<file path="config.mk">
export PLATFORM = sky130hd
export DESIGN_NAME = tv_key_state_gate
export DESIGN_NICKNAME = d
export VERILOG_FILES = /design/src/rtl/tv_lock_pkg.sv /design/src/rtl/tv_epoch_counter.sv /design/src/rtl/tv_key_state_gate.sv
export SDC_FILE = /design/constraint.sdc
export NUM_CORES = 1
export LEC_CHECK = 0
export CORE_ASPECT_RATIO = 0.9
export CORE_MARGIN = 5
export CORE_UTILIZATION = 44
export CTS_BUF_LIST = sky130_fd_sc_hd__clkbuf_16
export DETAILED_ROUTE_END_ITERATION = 8
export GPL_ROUTABILITY_DRIVEN = 0
export HOLD_SLACK_MARGIN = 0.1
export PLACE_DENSITY_LB_ADDON = 0.25
export SYNTH_ARGS = -nofsm -noshare
export SYNTH_HDL_FRONTEND = slang
export SYNTH_SLANG_ARGS = --single-unit
</file>
<file path="constraint.sdc">
create_clock -name clk -period 1.9 [get_ports clk]
set_input_delay 0.38 -clock clk [delete_from_list [all_inputs] [get_ports clk]]
set_output_delay 0.38 -clock clk [all_outputs]
set_load 0.01 [all_outputs]
</file>
<file path="src/rtl/tv_lock_pkg.sv">
// Shared helpers for the time-varying key gate.
// Contents:
//   clog2_min1  - ceil(log2(n)), never less than 1 (for index widths)
//   epoch_w     - width of the epoch index for a given epoch count
//   key_slice   - extract key slice e (width w) from the packed key table
//   decoy_slice - extract decoy slice e (width w) from the packed decoy table
// Packed tables are passed zero-extended to PACK_MAX bits. Slices are
// returned in SLICE_MAX bits and truncated by the caller.
package tv_lock_pkg;

  localparam int PACK_MAX  = 1024;
  localparam int SLICE_MAX = 64;

  function automatic int clog2_min1(input int n);
    int r;
    r = 0;
    while ((1 << r) < n) r++;
    return (r < 1) ? 1 : r;
  endfunction

  function automatic int epoch_w(input int num_epochs);
    return clog2_min1(num_epochs);
  endfunction

  function automatic logic [SLICE_MAX-1:0] width_mask(input int w);
    logic [SLICE_MAX-1:0] m;
    if (w >= SLICE_MAX) m = '1;
    else m = (64'd1 << w) - 64'd1;
    return m;
  endfunction

  function automatic logic [SLICE_MAX-1:0] slice_of(input logic [PACK_MAX-1:0] tbl,
                                                    input int e, input int w);
    logic [PACK_MAX-1:0] sh;
    sh = tbl >> (e * w);
    return sh[SLICE_MAX-1:0] & width_mask(w);
  endfunction

  function automatic logic [SLICE_MAX-1:0] key_slice(input logic [PACK_MAX-1:0] keys,
                                                     input int e, input int w);
    return slice_of(keys, e, w);
  endfunction

  function automatic logic [SLICE_MAX-1:0] decoy_slice(input logic [PACK_MAX-1:0] decoys,
                                                       input int e, input int w);
    return slice_of(decoys, e, w);
  endfunction

endpackage

</file>
<file path="src/rtl/tv_epoch_counter.sv">
// Epoch sequencer: counts advancing cycles within an epoch and steps the
// epoch index (wrapping to 0) after EPOCH_LEN advancing cycles.
// Ports:
//   clk   - clock
//   rst   - synchronous active-high reset (cnt=0, epoch=0)
//   adv   - advance qualifier; counter holds when low
//   epoch - current epoch index
module tv_epoch_counter
  import tv_lock_pkg::*;
#(
  parameter int NUM_EPOCHS = 2,
  parameter int EPOCH_LEN  = 5
) (
  input  logic                             clk,
  input  logic                             rst,
  input  logic                             adv,
  output logic [epoch_w(NUM_EPOCHS)-1:0]   epoch
);

  localparam int CNT_W = clog2_min1(EPOCH_LEN);
  localparam int EW    = epoch_w(NUM_EPOCHS);
  localparam logic [CNT_W-1:0] CNT_LAST   = CNT_W'(EPOCH_LEN - 1);
  localparam logic [EW-1:0]    EPOCH_LAST = EW'(NUM_EPOCHS - 1);

  if (NUM_EPOCHS < 1) begin : g_bad_epochs
    $error("tv_epoch_counter: NUM_EPOCHS must be >= 1");
  end
  if (EPOCH_LEN < 1) begin : g_bad_len
    $error("tv_epoch_counter: EPOCH_LEN must be >= 1");
  end

  logic [CNT_W-1:0] cnt;

  always_ff @(posedge clk) begin
    if (rst) begin
      cnt   <= '0;
      epoch <= '0;
    end else if (adv) begin
      if (cnt == CNT_LAST) begin
        cnt   <= '0;
        epoch <= (epoch == EPOCH_LAST) ? '0 : epoch + EW'(1);
      end else begin
        cnt <= cnt + CNT_W'(1);
      end
    end
  end

endmodule

</file>
<file path="src/rtl/tv_key_state_gate.sv">
// Time-varying key gate owning the present-state register of a locked FSM.
// On each advancing edge the key is compared against the current epoch's
// key; a match loads nx_state, a mismatch loads the epoch's decoy state.
// Ports:
//   clk      - clock
//   rst      - synchronous active-high reset
//   adv      - advance qualifier; all registers hold when low
//   key_in   - key presented this cycle
//   nx_state - next state from the host FSM
//   pr_state - registered present state
//   epoch    - current epoch index
//   key_ok   - registered result of the last evaluated compare
//   tamper   - sticky tamper flag (constant 0 unless STICKY)
//   miss_cnt - saturating count of mismatching advancing cycles
module tv_key_state_gate
  import tv_lock_pkg::*;
#(
  parameter int STATE_W    = 6,
  parameter int KEY_W      = 5,
  parameter int NUM_EPOCHS = 2,
  parameter int EPOCH_LEN  = 5,
  parameter logic [STATE_W-1:0] RESET_STATE = 1,
  parameter logic [NUM_EPOCHS*KEY_W-1:0]   KEYS   = {5'd11, 5'd17},
  parameter logic [NUM_EPOCHS*STATE_W-1:0] DECOYS = {6'd2, 6'd34},
  parameter bit   STICKY     = 1'b0,
  parameter int   MISS_W     = 8
) (
  input  logic                           clk,
  input  logic                           rst,
  input  logic                           adv,
  input  logic [KEY_W-1:0]               key_in,
  input  logic [STATE_W-1:0]             nx_state,
  output logic [STATE_W-1:0]             pr_state,
  output logic [epoch_w(NUM_EPOCHS)-1:0] epoch,
  output logic                           key_ok,
  output logic                           tamper,
  output logic [MISS_W-1:0]              miss_cnt
);

  if (NUM_EPOCHS < 1) begin : g_bad_epochs
    $error("tv_key_state_gate: NUM_EPOCHS must be >= 1");
  end
  if (EPOCH_LEN < 1) begin : g_bad_len
    $error("tv_key_state_gate: EPOCH_LEN must be >= 1");
  end
  if (KEY_W > SLICE_MAX || STATE_W > SLICE_MAX ||
      NUM_EPOCHS * KEY_W > PACK_MAX || NUM_EPOCHS * STATE_W > PACK_MAX) begin : g_bad_tbl
    $error("tv_key_state_gate: key/decoy tables exceed helper limits");
  end

  tv_epoch_counter #(
    .NUM_EPOCHS (NUM_EPOCHS),
    .EPOCH_LEN  (EPOCH_LEN)
  ) u_epoch (
    .clk   (clk),
    .rst   (rst),
    .adv   (adv),
    .epoch (epoch)
  );

  logic [KEY_W-1:0]   key_exp;
  logic [STATE_W-1:0] decoy;
  logic               match;
  logic               pass;

  // Compare uses the pre-edge epoch so key, decoy and sequencing agree.
  assign key_exp = KEY_W'(key_slice(PACK_MAX'(KEYS), int'(epoch), KEY_W));
  assign decoy   = STATE_W'(decoy_slice(PACK_MAX'(DECOYS), int'(epoch), STATE_W));
  assign match   = (key_in == key_exp);
  // Tamper already latched blocks the state even with a correct key.
  assign pass    = match && !(STICKY && tamper);

  always_ff @(posedge clk) begin
    if (rst) begin
      pr_state <= RESET_STATE;
      key_ok   <= 1'b0;
      tamper   <= 1'b0;
      miss_cnt <= '0;
    end else if (adv) begin
      pr_state <= pass ? nx_state : decoy;
      key_ok   <= match;
      if (!match) begin
        if (miss_cnt != {MISS_W{1'b1}}) miss_cnt <= miss_cnt + MISS_W'(1);
        if (STICKY) tamper <= 1'b1;
      end
    end
  end

endmodule
</file>
==> results of run 1 <==
-- layer usage --
layer | vias to the layer above | wire length, um
met5 | - | 0
met4 | 0 | 0
met3 | 0 | 158
met2 | 31 | 1110
met1 | 430 | 979
li1 | 464 | -
-- synthesized netlist by cell type --
cell type	count	area, um^2
a21oi_1	10	50.1
a21oi_4	1	16.3
a311oi_1	1	8.76
a311oi_2	1	15.0
buf_4	1	7.51
buf_6	1	11.3
clkbuf_1	4	15.0
conb_1	1	3.75
dfxtp_1	19	380
ha_1	3	37.5
inv_1	5	18.8
mux2_2	3	33.8
mux2i_1	3	30.0
nand2_1	7	26.3
nand2_2	1	6.26
nand2b_1	6	37.5
nand3_1	8	40.0
nand4_1	4	25.0
nand4b_1	1	8.76
nor2_1	12	45.0
nor2b_1	2	12.5
nor3b_1	1	7.51
nor4_1	2	12.5
o21ai_0	1	5.00
o311ai_0	1	8.76
o31ai_1	3	22.5
or2_2	1	6.26
or4_2	3	26.3
or4b_2	1	10.0
or4b_4	1	13.8
xor2_1	1	8.76
-- stage by stage --
stage	TNS, ns	utilization	instance area (um^2)
2_1_floorplan	0	-	951
3_3_place_gp	-2.74	0.610	1290
3_5_place_dp	-3.26	0.610	1290
4_1_cts	0	0.662	1400
5_1_grt	-0.144	0.680	1440
6_report	-0.000686	0.680	1440
-- sequential cells by signal (all words and copies together) (netlist names) --
register and count:
u_epoch.cnt 3, miss_cnt 8, pr_state 6, key_ok 1, u_epoch.epoch 1
-- power breakdown --
group	leakage, nW	switching (mW)	internal (mW)	total (mW)
registers	0.155	0.0110	0.413	0.424
logic	0.351	0.0539	0.0720	0.126
clock network	0.0423	0.136	0.279	0.416
total	0.548	0.201	0.764	0.965
-- placed cells by master (no fill, tap or decap), types with 4 or more instances in the layout --
cell type / synthesis / final
buf_4: 1 / 8
a21oi_1: 10 / 6
inv_1: 5 / 6
nand3_1: 8 / 8
nand2_1: 7 / 7
nor2_1: 12 / 12
clkdlybuf4s50_1: 0 / 28
nand4_1: 4 / 4
a21oi_2: 0 / 4
nand2b_1: 6 / 6
dfxtp_1: 19 / 19
-- critical path: stages --
cell and delay (ns):
clkdlybuf4s50_1 0.45, nand2b_1 0.23, a21oi_4 0.08, buf_4 0.15, or4_2 0.65, a21oi_2 0.13
-- timing repair --
item                       CTS  global route
setup endpoints to repair    4             7
hold buffers                 0             0
resized for setup            1             9
pin swaps                    2             7
buffers inserted             2             1
cloned                       1             0
-- kinds of logic after synthesis --
family / share of synthesized area
mux: 0.0671
simple gates: 0.292
buf+inv: 0.0553
fa+ha+maj: 0.0395
xor+xnor: 0.00921
other cells: 0.00394
compound gates: 0.133
flops: 0.400
-- final cells by class --
cell class	instances	area [um^2]	area share
multi-input cells	80	557	0.386
flip-flops and latches	19	380	0.263
repair buffers	39	375	0.260
clock buffers	3	75.1	0.0520
well taps	27	33.8	0.0234
inverters	5	18.8	0.0130
clock inverters	1	3.75	0.00260
-- final timing paths --
path | to | slack [ns] | cells after the start
hold / removal | pr_state[2] | 0.47 | 2
setup / recovery | miss_cnt[3] | -0.0007 | 6
hold reg to reg | pr_state[2] | 0.47 | 2
setup reg to reg | miss_cnt[5] | 0.17 | 5
==> results.json, run 1 <==
{
  "yosysWarnings": 0,
  "hold_slack_ns": 0.469,
  "cap_violations": 0,
  "cts.sinks": 19,
  "ys_types": 31,
  "violations": "setup timing",
  "ant_nets": 0,
  "finalPower_uw": 965,
  "vias": 925,
  "finalMaxSlewViolations": 0,
  "setup_viol": 1,
  "dp.cells": 166,
  "rsz0062_at_grt": "yes",
  "end_kind": "flip-flop",
  "syn_area_um2": 951,
  "finalCritPeriodShare": 1.00,
  "critPathLaunchType": "input pin",
  "fin_crit_ns": 1.90,
  "dieWidth_um": 59,
  "synth_area_per_cell_um2": 8.72,
  "grt_pass1_wl_um": 3910,
  "cts_buffer_depth": 2,
  "start_util": 0.448,
  "grt_max_degree": 21,
  "diodes": 0,
  "htreeDepth": 1,
  "clockRootBuffer": "clkbuf_16",
  "antenna_found_initial": 0,
  "clk_latency_ns": 0.25,
  "drive_above_1_share": 0.211,
  "rows": 16,
  "nNetsFinal": 165,
  "path_class": "input pin to flip-flop",
  "dr.pass1.iters": 4,
  "holdCritStartpoint": "pr_state[2]",
  "reg2reg_from": "miss_cnt[0]",
  "skew_ns": 0.00195,
  "route.detailed.drc": 0,
  "core_um2": 2120,
  "min_path_type": "flip-flop to flip-flop",
  "drtIter0Drc": 8,
  "grt.busiest_layer": "met2",
  "clkTransAtPathRegs_ns": 0.05,
  "grt_pass1_vias": 943,
  "numCtsBuffers": 3,
  "pre_cts_ws_ns": -0.321,
  "yosysSeqAreaShare": 0.400,
  "ir_drop_mv": 0.711,
  "final.setup.worst_slack_ns": -0.000686,
  "pwr_density_cell_nw_per_um2": 668,
  "outcome": "finished, violations left",
  "cp.arrival_ns": 2.08,
  "hpwl_um": 1600,
  "die_area_um2": 3190,
  "fill_cells": 192,
  "p_leak_nw": 0.548,
  "wl_um": 2250,
  "areaGrowthSynthToFinish_pct": 51.8,
  "stdcell_count": 174,
  "avgViaCountPerCell": 5.32,
  "die_y_um": 54.1,
  "io_buffers": 29,
  "synth-seq-cells": 19,
  "grt_use_met1": 0.178,
  "worst_pin_slew_ns": 0.595,
  "syn_nets": 126,
  "max_clock_freq_ghz": 0.526,
  "gr-total-overflow": 0,
  "grt.total_usage": 0.159,
  "grt_use_met2": 0.287,
  "wl_per_cell_um": 12.9,
  "io_pins": 31,
  "startpoint": "key_in[2]",
  "gr-usage-met3": 0.0624,
  "cp_max_fo": 5,
  "cts_tree": "done",
  "syn_inst": 109,
  "slew_headroom": 0.602,
  "finalHoldViolCount": 0,
  "worstPathRequired_ns": 2.08
}
(Power assumes the default switching activity.)
==> inputs of run 2 (changes only) <==
--- a/config.mk
+++ b/config.mk
@@ -5,7 +5,6 @@
 export SDC_FILE = /design/constraint.sdc
 export NUM_CORES = 1
 export LEC_CHECK = 0
-export CORE_ASPECT_RATIO = 0.9
 export CORE_MARGIN = 5
 export CORE_UTILIZATION = 44
 export CTS_BUF_LIST = sky130_fd_sc_hd__clkbuf_16
==> run 2 against run 1 <==
  * The run now ends clean
  * Global-route usage decreased by 1.0 points
  * Utilization increased by 2.0 points
  * Cell count decreased by 1.1%
  * Critical path depth unchanged
  * Worst setup slack improved by 0.028 ns
  * Flip-flop and latch count unchanged
  * Largest cell class unchanged
==> results.json, run 2 (synthesized netlist as in run 1, its figures left out) <==
{
  "drtIter0Drc": 24,
  "grt_max_degree": 21,
  "finalMaxSlewViolations": 0,
  "htreeDepth": 1,
  "fill_cells": 164,
  "grt_pass1_vias": 909,
  "finalCritPeriodShare": 0.986,
  "clk_latency_ns": 0.25,
  "numCtsBuffers": 3,
  "diodes": 0,
  "areaGrowthSynthToFinish_pct": 47.4,
  "combPwrFrac": 0.124,
  "grt.busiest_layer": "met2",
  "switching_share": 0.212,
  "grt_use_met1": 0.167,
  "clock_power_share": 0.437,
  "regMostFlops": "miss_cnt",
  "largest_register_ffs": 8,
  "worstPathRequired_ns": 2.06,
  "multi_input_area_um2": 526,
  "fin_crit_ns": 1.87,
  "stdcell_count": 172,
  "critPathLaunchType": "input pin",
  "p_leak_nw": 0.535,
  "end_kind": "flip-flop",
  "hpwl_um": 1670,
  "rsz0062_at_grt": "yes",
  "cts_tree": "done",
  "min_path_type": "flip-flop to flip-flop",
  "cap_violations": 0,
  "cts.sinks": 19,
  "die_area_um2": 3190,
  "worst_pin_slew_ns": 0.550,
  "antenna_found_initial": 0,
  "pwr_density_cell_nw_per_um2": 690,
  "finalHoldViolCount": 0,
  "ir_drop_mv": 0.516,
  "cp.arrival_ns": 2.03,
  "hold_slack_ns": 0.470,
  "grt.total_usage": 0.149,
  "cts_buffer_depth": 2,
  "top_regs": "miss_cnt x8, pr_state x6, u_epoch.cnt x3",
  "dieWidth_um": 56.5,
  "outcome": "complete, no violations",
  "ant_nets": 0,
  "die_y_um": 56.5,
  "avgViaCountPerCell": 5.33,
  "ff_latch_area_um2": 380,
  "pre_cts_ws_ns": -0.257,
  "tns_ns": 0,
  "final_util": 0.700,
  "wl_um": 2290,
  "final_cell_mix": "clkdlybuf4s50_1, dfxtp_1, nor2_1",
  "setup_viol": 0,
  "vias": 917,
  "drive_above_1_share": 0.179,
  "start_util": 0.475,
  "max_clock_freq_ghz": 0.534,
  "final.setup.worst_slack_ns": 0.0269,
  "grt_pass1_wl_um": 3820,
  "gr-usage-met3": 0.0528,
  "wl_per_cell_um": 13.3,
  "grt_use_met2": 0.256,
  "switching_power_uw": 205,
  "core_um2": 2000,
  "dr.pass1.iters": 4,
  "io_pins": 31,
  "cp_max_fo": 7,
  "clkTransAtPathRegs_ns": 0.05,
  "dp.cells": 167,
  "clockRootBuffer": "clkbuf_16",
  "route.detailed.drc": 0,
  "rows": 16,
  "final_common_cell": "clkdlybuf4s50_1",
  "slew_headroom": 0.632,
  "seq_power_share": 0.438,
  "gr-total-overflow": 0,
  "internal-power_uw": 762,
  "path_class": "input pin to flip-flop",
  "io_buffers": 29,
  "nNetsFinal": 163,
  "skew_ns": 0.00220
}
## run 2: layout make-up
class / count / share of cell area
clock inverter: 1 / 0.00268
tap: 27 / 0.0241
clock buffer: 3 / 0.0536
sequential: 19 / 0.271
timing repair buffer: 38 / 0.260
inverter: 5 / 0.0134
multi-input combinational: 79 / 0.375
## run 2: stage by stage
step	cell area, um^2	power (mW)
3_3_place_gp	1300	0.549
3_5_place_dp	1300	0.553
6_report	1400	0.967
5_1_grt	1400	1.01
2_1_floorplan	951	0.489
4_1_cts	1380	0.979
## run 2: power groups by stage
stage	Combinational [mW]	Sequential, mW	Clock (mW)
4_1_cts	0.121	0.424	0.434
5_1_grt	0.131	0.426	0.452
3_5_place_dp	0.120	0.433	0
3_3_place_gp	0.117	0.432	0
2_1_floorplan	0.0541	0.435	0
6_report	0.120	0.424	0.423
## run 2: per-layer routing
layer  routed length (um)  share of wire
met5                    0              0
met4                   14         0.0061
met3                  148          0.065
met2                 1100           0.48
met1                 1030           0.45
## run 2: worst max-delay path, stage by stage
cell	delay, ns
clkdlybuf4s50_1	0.42
or4b_4	0.53
a21oi_4	0.25
buf_4	0.16
nand2_2	0.05
a311oi_2	0.24
## run 2: final timing paths
kind,slack [ns],startpoint,to,cells after the start
min reg2reg,0.47,pr_state[4],pr_state[4],2
max,0.03,key_in[1],pr_state[5],6
min,0.47,pr_state[4],pr_state[4],2
max reg2reg,0.15,miss_cnt[0],miss_cnt[0],5
## run 2: repair_timing
item                       CTS  global route
gates resized for setup      0             4
hold buffers                 0             0
setup endpoints to repair    0             9
setup buffers                0             1
